<file path="src/rtl/alu_mc.sv">
// rtl/alu_mc.sv - multi-cycle RV32I ALU with iterative RV32M ops (M set compiled in with ALU_MEXT_EN)
module alu_mc #(
  parameter int XLEN  = 32,
  parameter int CNT_W = $clog2(XLEN) + 1
) (
  input  logic            clk,
  input  logic            reset,
  input  logic            Start,
  input  logic [XLEN-1:0] SrcA,
  input  logic [XLEN-1:0] SrcB,
  input  logic [6:0]      opcode,
  input  logic [2:0]      funct3,
  input  logic [6:0]      funct7,
  output logic            Ready,
  output logic            Busy,
  output logic            Done,
  output logic [XLEN-1:0] Result,
  output logic            Zero
);

  localparam int SHW = $clog2(XLEN);

  localparam logic [6:0] OP_R   = 7'b0110011;
  localparam logic [6:0] OP_I   = 7'b0010011;
  localparam logic [6:0] OP_BR  = 7'b1100011;
  localparam logic [6:0] OP_LD  = 7'b0000011;
  localparam logic [6:0] OP_ST  = 7'b0100011;
  localparam logic [6:0] OP_LUI = 7'b0110111;
  localparam logic [6:0] OP_JAL = 7'b1101111;
  localparam logic [6:0] F7_M   = 7'b0000001;

  // Clears the low 12 bits for LUI; for narrow XLEN this leaves nothing of SrcB
  localparam logic [XLEN-1:0] LUI_MASK = ~XLEN'(4095);

  if (XLEN < 8 || (XLEN & (XLEN - 1)) != 0 || CNT_W != $clog2(XLEN) + 1) begin : g_param_check
    $error("alu_mc: XLEN must be a power of two >= 8 and CNT_W must stay derived");
  end

`ifdef ALU_MEXT_EN
  typedef enum logic [1:0] {S_IDLE = 2'd0, S_DONE = 2'd1, S_CALC = 2'd2} state_t;
`else
  typedef enum logic [1:0] {S_IDLE = 2'd0, S_DONE = 2'd1} state_t;
`endif

  state_t r_state;
  state_t w_state_nxt;

  logic            w_accept;
  logic            w_is_m_enc;
  logic            w_m_op;
  logic [XLEN-1:0] w_base;
  logic [XLEN-1:0] w_add;
  logic [XLEN-1:0] w_sub;
  logic [XLEN-1:0] w_srl;
  logic [XLEN-1:0] w_sra;
  logic [XLEN-1:0] w_sll;
  logic [SHW-1:0]  w_shamt;
  logic            w_slt;
  logic            w_sltu;

  logic [XLEN-1:0] r_result;
  logic            r_zero;

  assign w_accept   = Start & Ready;
  assign w_is_m_enc = (opcode == OP_R) && (funct7 == F7_M);

  assign w_add   = SrcA + SrcB;
  assign w_sub   = SrcA - SrcB;
  assign w_shamt = SrcB[SHW-1:0];
  assign w_sll   = SrcA << w_shamt;
  assign w_srl   = SrcA >> w_shamt;
  assign w_sra   = $signed(SrcA) >>> w_shamt;
  assign w_slt   = $signed(SrcA) < $signed(SrcB);
  assign w_sltu  = SrcA < SrcB;

  // Single-cycle base-set result, computed straight from the issue-time operands
  always_comb begin
    w_base = '0;
    case (opcode)
      OP_R, OP_I: begin
        if (opcode == OP_I || (!w_is_m_enc && !funct7[0])) begin
          case (funct3)
            3'd0:    w_base = (opcode == OP_R && funct7[5]) ? w_sub : w_add;
            3'd1:    w_base = w_sll;
            3'd2:    w_base = {{(XLEN-1){1'b0}}, w_slt};
            3'd3:    w_base = {{(XLEN-1){1'b0}}, w_sltu};
            3'd4:    w_base = SrcA ^ SrcB;
            3'd5:    w_base = funct7[5] ? w_sra : w_srl;
            3'd6:    w_base = SrcA | SrcB;
            default: w_base = SrcA & SrcB;
          endcase
        end
      end
      OP_BR:        w_base = w_sub;
      OP_LD, OP_ST: w_base = w_add;
      OP_LUI:       w_base = SrcB & LUI_MASK;
      OP_JAL:       w_base = '0;
      default:      w_base = '0;
    endcase
  end

`ifdef ALU_MEXT_EN
  // Iterative datapath: r_acc holds {partial product} for MUL* and {remainder, quotient} for DIV*/REM*
  logic [2*XLEN-1:0] r_acc;
  logic [XLEN-1:0]   r_mag;
  logic [XLEN-1:0]   r_srca;
  logic [2:0]        r_f3;
  logic              r_neg;
  logic              r_div0;
  logic [CNT_W-1:0]  r_cnt;

  logic              w_last;
  logic              w_sa_eff;
  logic              w_sb_eff;
  logic [XLEN-1:0]   w_a_mag;
  logic [XLEN-1:0]   w_b_mag;
  logic [XLEN:0]     w_msum;
  logic [2*XLEN-1:0] w_macc_nxt;
  logic [XLEN:0]     w_dshift;
  logic [XLEN:0]     w_ddiff;
  logic              w_dq;
  logic [2*XLEN-1:0] w_dacc_nxt;
  logic [2*XLEN-1:0] w_acc_nxt;
  logic [2*XLEN-1:0] w_prod;
  logic [XLEN-1:0]   w_q;
  logic [XLEN-1:0]   w_r;
  logic [XLEN-1:0]   w_m_res;

  assign w_m_op = w_is_m_enc;
  assign w_last = (r_cnt == CNT_W'(XLEN - 1));

  // Operand signedness: MULH/MULHSU treat A as signed, MULH treats B as signed, DIV/REM treat both as signed
  assign w_sa_eff = SrcA[XLEN-1] & (funct3[2] ? ~funct3[0] : (funct3[1] ^ funct3[0]));
  assign w_sb_eff = SrcB[XLEN-1] & (funct3[2] ? ~funct3[0] : (funct3 == 3'b001));
  assign w_a_mag  = w_sa_eff ? -SrcA : SrcA;
  assign w_b_mag  = w_sb_eff ? -SrcB : SrcB;

  // Shift-add step: add multiplicand to the upper half when the current multiplier bit is set
  assign w_msum     = {1'b0, r_acc[2*XLEN-1:XLEN]} + {1'b0, (r_acc[0] ? r_mag : {XLEN{1'b0}})};
  assign w_macc_nxt = {w_msum, r_acc[XLEN-1:1]};

  // Restoring-divide step: the top bit of the difference is the borrow
  assign w_dshift   = {r_acc[2*XLEN-1:XLEN], r_acc[XLEN-1]};
  assign w_ddiff    = w_dshift - {1'b0, r_mag};
  assign w_dq       = ~w_ddiff[XLEN];
  assign w_dacc_nxt = {(w_dq ? w_ddiff[XLEN-1:0] : w_dshift[XLEN-1:0]), r_acc[XLEN-2:0], w_dq};

  assign w_acc_nxt = r_f3[2] ? w_dacc_nxt : w_macc_nxt;
  assign w_prod    = r_neg ? -w_acc_nxt : w_acc_nxt;
  assign w_q       = w_acc_nxt[XLEN-1:0];
  assign w_r       = w_acc_nxt[2*XLEN-1:XLEN];

  // Final M result from the last iteration, with sign correction and divide-by-zero overrides
  always_comb begin
    w_m_res = '0;
    if (!r_f3[2]) begin
      w_m_res = (r_f3[1:0] == 2'b00) ? w_prod[XLEN-1:0] : w_prod[2*XLEN-1:XLEN];
    end else if (!r_f3[1]) begin
      w_m_res = r_div0 ? {XLEN{1'b1}} : (r_neg ? -w_q : w_q);
    end else begin
      w_m_res = r_div0 ? r_srca : (r_neg ? -w_r : w_r);
    end
  end

  // Load magnitudes on accept of an M op, then advance one bit per CALC cycle
  always_ff @(posedge clk) begin
    if (reset) begin
      r_acc  <= '0;
      r_mag  <= '0;
      r_srca <= '0;
      r_f3   <= '0;
      r_neg  <= 1'b0;
      r_div0 <= 1'b0;
      r_cnt  <= '0;
    end else if (w_accept && w_m_op) begin
      r_acc  <= {{XLEN{1'b0}}, (funct3[2] ? w_a_mag : w_b_mag)};
      r_mag  <= funct3[2] ? w_b_mag : w_a_mag;
      r_srca <= SrcA;
      r_f3   <= funct3;
      r_neg  <= (funct3[2] && funct3[1]) ? w_sa_eff : (w_sa_eff ^ w_sb_eff);
      r_div0 <= (SrcB == '0);
      r_cnt  <= '0;
    end else if (r_state == S_CALC) begin
      r_acc  <= w_acc_nxt;
      r_cnt  <= r_cnt + CNT_W'(1);
    end
  end
`else
  assign w_m_op = 1'b0;
`endif

  // Result and Zero are written only on the edge that enters DONE
  always_ff @(posedge clk) begin
    if (reset) begin
      r_result <= '0;
      r_zero   <= 1'b1;
    end else if (w_accept && !w_m_op) begin
      r_result <= w_base;
      r_zero   <= (w_base == '0);
`ifdef ALU_MEXT_EN
    end else if (r_state == S_CALC && w_last) begin
      r_result <= w_m_res;
      r_zero   <= (w_m_res == '0);
`endif
    end
  end

  // FSM state register
  always_ff @(posedge clk) begin
    if (reset) begin
      r_state <= S_IDLE;
    end else begin
      r_state <= w_state_nxt;
    end
  end

  // FSM next state: IDLE and DONE both accept, DONE can chain straight into the next op
  always_comb begin
    w_state_nxt = r_state;
    case (r_state)
      S_IDLE, S_DONE: begin
        if (!w_accept) begin
          w_state_nxt = S_IDLE;
`ifdef ALU_MEXT_EN
        end else if (w_m_op) begin
          w_state_nxt = S_CALC;
`endif
        end else begin
          w_state_nxt = S_DONE;
        end
      end
`ifdef ALU_MEXT_EN
      S_CALC: begin
        if (w_last) begin
          w_state_nxt = S_DONE;
        end
      end
`endif
      default: w_state_nxt = S_IDLE;
    endcase
  end

  // FSM outputs: handshake flags decoded from the current state
  always_comb begin
    Ready = 1'b1;
    Busy  = 1'b0;
    Done  = 1'b0;
    case (r_state)
      S_DONE: Done = 1'b1;
`ifdef ALU_MEXT_EN
      S_CALC: begin
        Ready = 1'b0;
        Busy  = 1'b1;
      end
`endif
      default: ;
    endcase
  end

  assign Result = r_result;
  assign Zero   = r_zero;

endmodule

</file>
<file path="config.mk">
export PLATFORM = sky130hd
export DESIGN_NAME = alu_mc
export DESIGN_NICKNAME = d
export VERILOG_FILES = /design/src/rtl/alu_mc.sv
export SDC_FILE = /design/constraint.sdc
export NUM_CORES = 1
export LEC_CHECK = 0
export ABC_CLOCK_PERIOD_IN_PS = 4750
export BUFFER_PORTS_ARGS = -buffer_cell sky130_fd_sc_hd__buf_2
export CORE_MARGIN = 3
export CORE_UTILIZATION = 40
export DETAILED_ROUTE_END_ITERATION = 7
export PLACE_DENSITY_LB_ADDON = 0.12
export RECOVER_POWER = 25
export SETUP_SLACK_MARGIN = 0.4
export SYNTH_ARGS = -nofsm -noshare
export SYNTH_HDL_FRONTEND = slang
export SYNTH_SLANG_ARGS = --single-unit
export TNS_END_PERCENT = 1
</file>
<file path="constraint.sdc">
create_clock -name clk -period 4.75 [get_ports clk]
set_clock_uncertainty 0.05 [all_clocks]
set_input_delay 0.475 -clock clk [delete_from_list [all_inputs] [get_ports clk]]
set_output_delay 0.475 -clock clk [all_outputs]
set_load 0.1 [all_outputs]
</file>
==> impl_metrics.toml <==
[run_status]
status = "complete, but fails checks"
violations = "max-capacitance violations, max-slew violations"

[final_layout]
instances_no_fill = 2139
nFillCells = 3039
drive_gt1_share_pct = 19.9
nNetsFinal = 1943
diodes = 0
multi_input_area_sq_um = 9870
fin_area_sq_um = 13200
area_delta_synth_final_pct = 15.0
ff_latch_area_sq_um = 681

[placement]
placed_area_sq_um = 13000
place_inst = 2130
gp_congestion = 1.03
dp_hpwl_um = 47600
io_buffers = 112
dp_slack_ps = 229

[cts]
root_buffer = "clkbuf_16"
htree_num_levels = 2
cts_tree = "built"
clock_latency_ps = 290
clk_pin_slew_worst_paths_ps = 50
cts_made_buffers = 5
cts.sinks = 34
clk_path_buf_depth = 2
cts_hold_buf = 0

[critical_path]
crit_path_start_kind = "input port"
crit_start = "SrcB[0]"
worstPathRequired_ps = 4920
timing.rr.start = "Zero$_SDFFE_PP1P_"
worst-r2r-cell-count = 2
critPathMaxFanout = 36
cp-end-kind = "flip-flop"
path_class = "in2reg"
cp.arrival_ps = 4380

[grt]
global_route.usage.met2_pct = 57.9
grt_pass1_wl_um = 86700
grt_max_degree = 71
grt_pass1_vias = 13097
antenna_found_initial = 0
grt_use_met3_pct = 6.49
grt_overflow = 0
grt_util_all_layers_pct = 37.2
grt.busiest_layer = "met2"
grt_use_met1_pct = 51.2

[synth]
synthDistinctLibCells = 96
yosysTopAreaCell = "ha_1"
synth_seq_cells = 34
ys.warnings.count = 0
synth_edf_count = 0
postSynthCellCount = 1642
postSynth.asyncResetShare_pct = 0
ys_top_cells_by_area = "ha_1 11%, mux4_2 6.9%, mux2i_1 6.2%"
syn_area_per_cell_sq_um = 6.98
yosys.area.top_type_share_pct = 10.6
syn-cell-area_sq_um = 11500
synth_nets = 1825
ys.flop_type = "dfxtp_1"
seq_area_frac_synth_pct = 5.94

[die]
die_w_um = 175
core_sq_um = 28000
die_area_sq_um = 30700
rows = 61
die-height_um = 175
num_io_pins = 120
start_util_pct = 40.9

[sta]
finalSetupTns_ps = 0
finalSetupViolations = 0
maxSlewHeadroom_pct = -54.0
hold_viol = 0
max_freq_mhz = 238
fin_crit_sh_pct = 88.5
rsz0062_at_grt = "false"
timing.final.crit_period_ps = 4200
worstMarginPinSlew_ps = 2310
worst_slack_ps = 547
final_max_slew_viol_count = 57

[drt]
drc = 0
drtPass1Iterations = 6
vias = 14185
postRouteAntennaNets = 0
viasPerCell = 6.63
wl_per_cell_um = 27.7
drtIter0Drc = 1817
wl_um = 59300

[hold_path]
hp-class = "reg2reg"
hold_start = "Result[21]$_SDFFE_PP0P_"
holdPathStages = 2

[power_and_ir_drop]
p_leak_nw = 5.64
power_density_nw_per_um2 = 173
vdd_drop_max_mv = 0.199

[job]
drv_cap = 1
[cell type report]
cell class                      count  area share [%]
Clock inverter                      3           0.304
Multi-Input combinational cell   1372            74.9
Inverter                          103            2.93
Clock buffer                        5           0.949
Timing Repair Buffer              244            12.2
Sequential cell                    34            5.16
Tap cell                          378            3.59
[where the power goes]
part,switching (W),internal (W)
Clock,0.000133,0.000246
Combinational,0.00104,0.000542
Sequential,0.00000833,0.000303
Total,0.00119,0.00109
[synthesized netlist by cell type, drive strengths merged (8+ instances only)]
library cell / instances
o31ai: 15
a211o: 11
nor2b: 18
nor3: 45
nor4: 13
o211ai: 31
ha: 97
mux2: 23
a21oi: 127
o21ai: 112
a221oi: 23
buf: 66
nand2b: 30
a21boi: 8
o21bai: 8
dfxtp: 34
a211oi: 33
mux4: 36
xnor2: 18
a31oi: 26
a22o: 32
nand3: 26
a22oi: 19
nand2: 188
nor2: 158
o221ai: 23
o22ai: 14
a21o: 13
nand4: 16
inv: 101
clkbuf: 67
a221o: 8
o311ai: 8
mux2i: 71
[flip-flops by register name, summed over array words and instances (netlist names)]
| name | count |
|---|---|
| Result | 32 |
| Zero | 1 |
| r_state | 1 |
[cells in the final DEF, fill, tap and decap left out, types with 7 or more instances in the layout]
cell type / n
mux2_2: 23
mux4_2: 35
o22ai_1: 14
o21ai_0: 106
a211o_1: 11
o21bai_1: 7
nor2b_1: 18
a21oi_1: 126
o31ai_1: 13
mux2i_1: 71
ha_1: 97
xnor2_1: 18
buf_2: 95
a221oi_1: 19
a22o_1: 32
o221ai_1: 23
a31oi_1: 26
o211ai_1: 31
inv_1: 96
or3_1: 7
a221o_1: 8
nor4_1: 10
nand4_1: 16
a211oi_1: 26
a32oi_1: 7
nor2_1: 155
nand2_1: 188
a22oi_1: 19
nand3_1: 25
a21o_1: 13
nor3_1: 42
nand2b_1: 30
dfxtp_1: 34
clkbuf_1: 17
buf_4: 126
[cell families (layout without fill, tap and decap cells)]
kind of cell | Yosys count | in the layout | share of synthesized area, %
compound gates | 583 | 583 | 35.6
simple gates | 538 | 538 | 21.6
buf+inv | 236 | 355 | 8.73
mux | 130 | 130 | 15.6
fa+ha+maj | 99 | 99 | 10.9
flops | 34 | 34 | 5.94
xor+xnor | 20 | 20 | 1.53
other cells | 2 | 2 | 0.0655
[metrics by stage]
step                hold WS (ps)  utilization, %  total power, W
floorplan                    646               -         0.00132
global placement             409            46.3         0.00185
detailed placement           412            46.3         0.00185
CTS                          421            46.9         0.00224
global route                 439            47.1         0.00240
finish                       422            47.1         0.00228
[critical path, stage by stage]
cell      delay [ps]
buf_4            160
buf_12           260
mux4_2           560
mux2_2           350
nor2_1           200
a31oi_1          190
a22oi_1          290
nand4_1          290
nor3_1           280
nand4_1          240
nor4bb_1         340
nand4_1          170
nor4_1           320
a311o_1          210
[metal layers]
layer | up-vias | share of wire, %
met5 | - | 0
met4 | 0 | 5.1
met3 | 144 | 9.1
met2 | 839 | 44
met1 | 6821 | 42
li1 | 6381 | -
[timing repair]
action / 4_1_cts / 5_1_grt
setup buffers: 0 / 1
endpoints found under the hold margin: 0 / 0
setup endpoints to repair: 0 / 1
gates resized for setup: 0 / 11
[path summary, 6_finish.rpt]
| kind | endpoint | slack [ps] |
|---|---|---|
| worst max register to register | Zero$_SDFFE_PP1P_ | 3770 |
| worst max-delay path | Zero$_SDFFE_PP1P_ | 550 |
| worst min-delay path | Result[21]$_SDFFE_PP0P_ | 420 |
| worst min register to register | Result[21]$_SDFFE_PP0P_ | 420 |
Power figures use the tool's default switching activity.
